==> src/rtl/ahb_sram_tester.sv <==
// AHB-Lite master that writes a seeded pattern to an SRAM region, reads it back
// back-to-back and reports error count, first failing address and pass/fail.
module ahb_sram_tester #(
  parameter int unsigned   AW     = 16,
  parameter int unsigned   NWORDS = 16,
  parameter logic [AW-1:0] BASE   = '0,
  parameter logic [31:0]   SEED   = 32'hA5C3_5A3C
) (
  input  logic          HCLK,
  input  logic          HRESETn,
  input  logic          start,
  input  logic          HREADY,
  input  logic          HRESP,
  input  logic [31:0]   HRDATA,
  output logic [1:0]    HTRANS,
  output logic [AW-1:0] HADDR,
  output logic          HWRITE,
  output logic [2:0]    HSIZE,
  output logic [31:0]   HWDATA,
  output logic          busy,
  output logic          done,
  output logic          pass,
  output logic [7:0]    err_cnt,
  output logic [AW-1:0] fail_addr
);

  localparam int unsigned   IW        = (NWORDS > 1) ? $clog2(NWORDS) : 1;
  localparam logic [IW-1:0] LAST_IDX  = IW'(NWORDS - 1);
  localparam logic [1:0]    TR_IDLE   = 2'b00;
  localparam logic [1:0]    TR_NONSEQ = 2'b10;

  typedef enum logic [2:0] {S_IDLE, S_WR, S_RD, S_LAST, S_DONE} state_t;

  state_t        r_state,     w_state;
  logic [IW-1:0] r_idx,       w_idx;
  logic [1:0]    r_htrans,    w_htrans;
  logic [AW-1:0] r_haddr,     w_haddr;
  logic          r_hwrite,    w_hwrite;
  logic [31:0]   r_hwdata,    w_hwdata;
  logic          r_busy,      w_busy;
  logic          r_done,      w_done;
  logic          r_pass,      w_pass;
  logic [7:0]    r_err_cnt,   w_err_cnt;
  logic [AW-1:0] r_fail_addr, w_fail_addr;
  // Outstanding data phase: direction, address and expected read data
  logic          r_dp_wr,     w_dp_wr;
  logic          r_dp_rd,     w_dp_rd;
  logic [AW-1:0] r_dp_addr,   w_dp_addr;
  logic [31:0]   r_dp_exp,    w_dp_exp;
  logic          w_err;
  logic          w_last;

  function automatic logic [31:0] pat(input logic [IW-1:0] idx);
    logic [15:0] v;
    v = 16'(idx);
    return SEED ^ {~v, v};
  endfunction

  assign w_last = (r_idx == LAST_IDX);

  always_comb begin
    w_state     = r_state;
    w_idx       = r_idx;
    w_htrans    = r_htrans;
    w_haddr     = r_haddr;
    w_hwrite    = r_hwrite;
    w_hwdata    = r_hwdata;
    w_busy      = r_busy;
    w_done      = 1'b0;
    w_pass      = r_pass;
    w_err_cnt   = r_err_cnt;
    w_fail_addr = r_fail_addr;
    w_dp_wr     = r_dp_wr;
    w_dp_rd     = r_dp_rd;
    w_dp_addr   = r_dp_addr;
    w_dp_exp    = r_dp_exp;
    w_err       = 1'b0;

    // Data phase completes on HREADY; check it before a new one is loaded
    if (HREADY) begin
      if (r_dp_wr && HRESP) w_err = 1'b1;
      if (r_dp_rd && (HRESP || (HRDATA != r_dp_exp))) w_err = 1'b1;
      w_dp_wr = 1'b0;
      w_dp_rd = 1'b0;
    end
    if (w_err) begin
      if (r_err_cnt != 8'hFF) w_err_cnt = r_err_cnt + 8'd1;
      if (r_err_cnt == 8'd0)  w_fail_addr = r_dp_addr;
    end

    case (r_state)
      S_IDLE: begin
        if (start) begin
          w_state     = S_WR;
          w_idx       = '0;
          w_htrans    = TR_NONSEQ;
          w_haddr     = BASE;
          w_hwrite    = 1'b1;
          w_busy      = 1'b1;
          w_pass      = 1'b0;
          w_err_cnt   = 8'd0;
          w_fail_addr = '0;
        end
      end
      S_WR: begin
        if (HREADY) begin
          w_hwdata  = pat(r_idx);
          w_dp_wr   = 1'b1;
          w_dp_addr = r_haddr;
          if (w_last) begin
            w_state  = S_RD;
            w_idx    = '0;
            w_haddr  = BASE;
            w_hwrite = 1'b0;
          end else begin
            w_idx   = r_idx + IW'(1);
            w_haddr = r_haddr + AW'(4);
          end
        end
      end
      S_RD: begin
        if (HREADY) begin
          w_dp_rd   = 1'b1;
          w_dp_addr = r_haddr;
          w_dp_exp  = pat(r_idx);
          if (w_last) begin
            w_state  = S_LAST;
            w_idx    = '0;
            w_htrans = TR_IDLE;
          end else begin
            w_idx   = r_idx + IW'(1);
            w_haddr = r_haddr + AW'(4);
          end
        end
      end
      S_LAST: begin
        if (HREADY) begin
          w_state = S_DONE;
          w_done  = 1'b1;
          w_busy  = 1'b0;
          w_pass  = (w_err_cnt == 8'd0);
        end
      end
      S_DONE: begin
        w_state = S_IDLE;
      end
      default: begin
        w_state = S_IDLE;
      end
    endcase
  end

  always_ff @(posedge HCLK) begin
    if (!HRESETn) begin
      r_state     <= S_IDLE;
      r_idx       <= '0;
      r_htrans    <= TR_IDLE;
      r_haddr     <= '0;
      r_hwrite    <= 1'b0;
      r_hwdata    <= '0;
      r_busy      <= 1'b0;
      r_done      <= 1'b0;
      r_pass      <= 1'b0;
      r_err_cnt   <= '0;
      r_fail_addr <= '0;
      r_dp_wr     <= 1'b0;
      r_dp_rd     <= 1'b0;
      r_dp_addr   <= '0;
      r_dp_exp    <= '0;
    end else begin
      r_state     <= w_state;
      r_idx       <= w_idx;
      r_htrans    <= w_htrans;
      r_haddr     <= w_haddr;
      r_hwrite    <= w_hwrite;
      r_hwdata    <= w_hwdata;
      r_busy      <= w_busy;
      r_done      <= w_done;
      r_pass      <= w_pass;
      r_err_cnt   <= w_err_cnt;
      r_fail_addr <= w_fail_addr;
      r_dp_wr     <= w_dp_wr;
      r_dp_rd     <= w_dp_rd;
      r_dp_addr   <= w_dp_addr;
      r_dp_exp    <= w_dp_exp;
    end
  end

  assign HTRANS    = r_htrans;
  assign HADDR     = r_haddr;
  assign HWRITE    = r_hwrite;
  assign HSIZE     = 3'b010;
  assign HWDATA    = r_hwdata;
  assign busy      = r_busy;
  assign done      = r_done;
  assign pass      = r_pass;
  assign err_cnt   = r_err_cnt;
  assign fail_addr = r_fail_addr;

endmodule

==> config.mk <==
export PLATFORM = sky130hd
export DESIGN_NAME = ahb_sram_tester
export DESIGN_NICKNAME = d
export VERILOG_FILES = /design/src/rtl/ahb_sram_tester.sv
export SDC_FILE = /design/constraint.sdc
export NUM_CORES = 1
export LEC_CHECK = 0
export BUFFER_PORTS_ARGS = -buffer_cell sky130_fd_sc_hd__buf_2
export CORE_UTILIZATION = 46
export DETAILED_ROUTE_END_ITERATION = 8
export PLACE_DENSITY = 0.78
export SLEW_MARGIN = 5
export SYNTH_ARGS = -nofsm -noshare
export SYNTH_HDL_FRONTEND = slang
export SYNTH_SLANG_ARGS = --single-unit
==> constraint.sdc <==
create_clock -name HCLK -period 2.2 [get_ports HCLK]
set_input_delay 0.55 -clock HCLK [delete_from_list [all_inputs] [get_ports HCLK]]
set_output_delay 0.55 -clock HCLK [all_outputs]
set_load 0.05 [all_outputs]
==> impl_metrics.csv <==
group,metric,value,unit
sta,setup_viol,0,
sta,report.final.slew_viol_count,0,
sta,rsz0062_at_grt,"no",
outcome,outcome,"complete, no violations",
power,ir_worst_vdd,0.463,mV
placed_design,place_congestion,0.866,
route,drt-initial-drc-count,152,
global_route,grt_overflow,0,
yosys,syn_inst,433,
clock_tree,cts_sinks,76,
global_route,grt_pass1_wl,13.5,mm
clock_tree,cts.clk_slew.worst_paths,0.09,ns
sta,fmax,0.499,GHz
yosys,yosys_warnings,0,
power,p_total,2.83,mW
yosys,syn_area,3730,sq um
final_layout,nNetsFinal,564,
global_route,antenna_found_initial,0,
floorplan,ioPinCount,118,
sta,holdWs,0.469,ns
placed_design,io_buffers,99,
sta,finalCritPeriodShare,91.1,%
route,routedWlPerCell,12.7,microns
power,p_per_area,644,nW/um^2
worst_setup_path,cp.arrival,2.28,ns
worst_setup_path,crit_type,"flip-flop to flip-flop",
worst_setup_path,required,2.48,ns
yosys,yosysSeqAreaShare,40.7,%
yosys,async_reset_ff_share,0,%
floorplan,die_area,8480,sq um
floorplan,row_count,32,
route,antenna_left,0,
clock_tree,cts_hold_buf,0,
route,vias,3315,
worst_setup_path,crit_fanout,9,
sta,fin_crit,2.00,ns
route,drcViolationCount,0,
final_layout,area_growth_syn_to_layout,17.8,%
global_route,first_global_vias,3034,
global_route,grt_max_degree,29,
final_layout,final_layout_size_suffix_gt1_share,27.8,%
clock_tree,htree_levels,3,
placed_design,post-dp-hpwl,5.98,mm
worst_hold_path,hp-class,"flip-flop to flip-flop",
clock_tree,worstSkewPairLatency,0.36,ns
final_layout,antenna_cells,0,
floorplan,coreArea,7810,sq um
worst_setup_path,worstRegToRegCells,6,
clock_tree,post-cts-setup-buffer-count,0,
placed_design,place_inst,614,
yosys,synth_seq_cells,76,
final_layout,final_cells,630,
clock_tree,cts_root_buffer,"clkbuf_8",
floorplan,die-height,92.1,microns
sta,hold_viol,0,
global_route,grt_util_all_layers,19.8,%
sta,skew,0.0117,ns
floorplan,die_width,92.1,microns
yosys,synth.distinct_cells,58,
power,leakagePower,1.89,nW
route,via_per_inst,5.26,
route,drt_pass1_iterations,4,
job,maxCapViolCount,0,
yosys,synth_flop_cell,"dfxtp_1",
clock_tree,cts_buffers,9,
worst_setup_path,crit_path_end_kind,"flip-flop",
clock_tree,cts_resized,0,
yosys,avgSynthCellArea,8.63,sq um
floorplan,initial_utilization,47.8,%
worst_hold_path,holdPathStages,2,
route,drt-total-wl,8.03,mm
worst_setup_path,start_kind,"flip-flop",
worst_setup_path,r2r_slack,0.20,ns
clock_tree,cts_tree,"built",
clock_tree,clock_path_buffers,2,
yosys,synth_edf_count,0,
layer usage:
layer,up-vias,GRT usage [%],wire [microns]
li1,1632,-,-
met1,1547,23.4,3460
met2,122,33.4,3860
met3,14,6.80,622
met4,0,6.51,85
met5,-,0,0
kinds of logic (layout without fill, tap and decap cells):
logic type	Yosys count	in the layout	synth area share, %
flops	76	76	40.7
compound gates	67	67	12.7
other cells	2	18	0.201
mux	24	24	6.47
xor+xnor	15	15	3.52
simple gates	187	187	24.8
buf+inv	58	137	10.3
fa+ha+maj	4	4	1.34
where the power goes:
| part | switching (mW) | total [mW] | internal [mW] | leakage [nW] |
|---|---|---|---|---|
| combinational | 0.261 | 0.357 | 0.0953 | 1.18 |
| sequential | 0.0154 | 1.40 | 1.39 | 0.614 |
| clock | 0.545 | 1.07 | 0.529 | 0.0923 |
| total | 0.821 | 2.83 | 2.01 | 1.89 |
final cells by class:
class,instances,area (sq um)
clock inverter,7,75.1
inverter,6,22.5
clock buffer,9,124
fill,753,3410
multi-input combinational,315,1900
sequential,76,1520
timing repair buffer,115,628
tap,102,128
worst paths after layout:
check | startpoint | endpoint
worst min register to register | r_dp_addr[10] | r_dp_addr[10]
worst min-delay path | r_dp_addr[10] | r_dp_addr[10]
worst max register to register | r_state[0] | HADDR[8]
worst max-delay path | r_state[0] | HADDR[8]
metrics by stage:
stage               area, sq um  setup TNS (ns)  util [%]  setup slack, ns
finish                     4400               0      56.3            0.196
detailed placement         4190           -1.62      53.7           -0.174
global placement           4190           -1.01      53.7           -0.115
CTS                        4390               0      56.2            0.131
global route               4400               0      56.3           0.0175
floorplan                  3790               0         -           0.0340
flip-flops by register name (all words and copies together), names as in the netlist:
signal and cells:
HWRITE 1, r_dp_addr 14, r_state 3, err_cnt 8
HTRANS 1, done 1, r_dp_exp 5, r_dp_wr 1
fail_addr 16, HADDR 14, r_dp_rd 1, pass 1
busy 1, r_idx 4, HWDATA 5
Yosys cell counts (4+ instances only):
library cell | count | area, sq um
inv_1 | 6 | 22.5
nand2_1 | 58 | 218
buf_2 | 4 | 20.0
nand4_1 | 8 | 50.1
clkbuf_1 | 10 | 37.5
nand3_1 | 15 | 75.1
xor2_1 | 9 | 78.8
a21boi_0 | 20 | 150
nor2b_1 | 9 | 56.3
a21oi_1 | 6 | 30.0
nor2_1 | 46 | 173
xnor2_1 | 6 | 52.6
buf_4 | 34 | 255
nor3_1 | 15 | 75.1
ha_1 | 4 | 50.1
dfxtp_1 | 76 | 1520
mux2i_1 | 23 | 230
o21ai_0 | 12 | 60.1
a31oi_1 | 4 | 25.0
and2_1 | 5 | 31.3
and3_1 | 10 | 62.6
worst max-delay path: stages (launching register included):
cell	delay, ns
dfxtp_1	0.57
xor2_1	0.22
a32oi_1	0.20
a31oi_4	0.21
nand4_2	0.23
or3_1	0.37
a21oi_1	0.15
cell usage in the layout (no fill, tap or decap), types with 3 or more instances in the layout:
cell type   synthesis  routed
buf_2               4      99
dfxtp_1            76      76
nand2_1            58      58
nor2_1             46      46
mux2i_1            23      23
a21boi_0           20      20
conb_1              2      18
nand3_1            15      15
buf_4              34      15
nor3_1             15      14
o21ai_0            12      12
and3_1             10      10
nor2b_1             9       9
xor2_1              9       9
clkbuf_8            0       9
nand4_1             8       8
inv_1               6       6
xnor2_1             6       6
a21oi_1             6       6
and2_1              5       5
a31oi_1             4       4
ha_1                4       4
nor4_2              3       3
nor4_1              3       3
o21a_1              3       3
clkinvlp_4          0       3
Power figures use the tool's default switching activity.
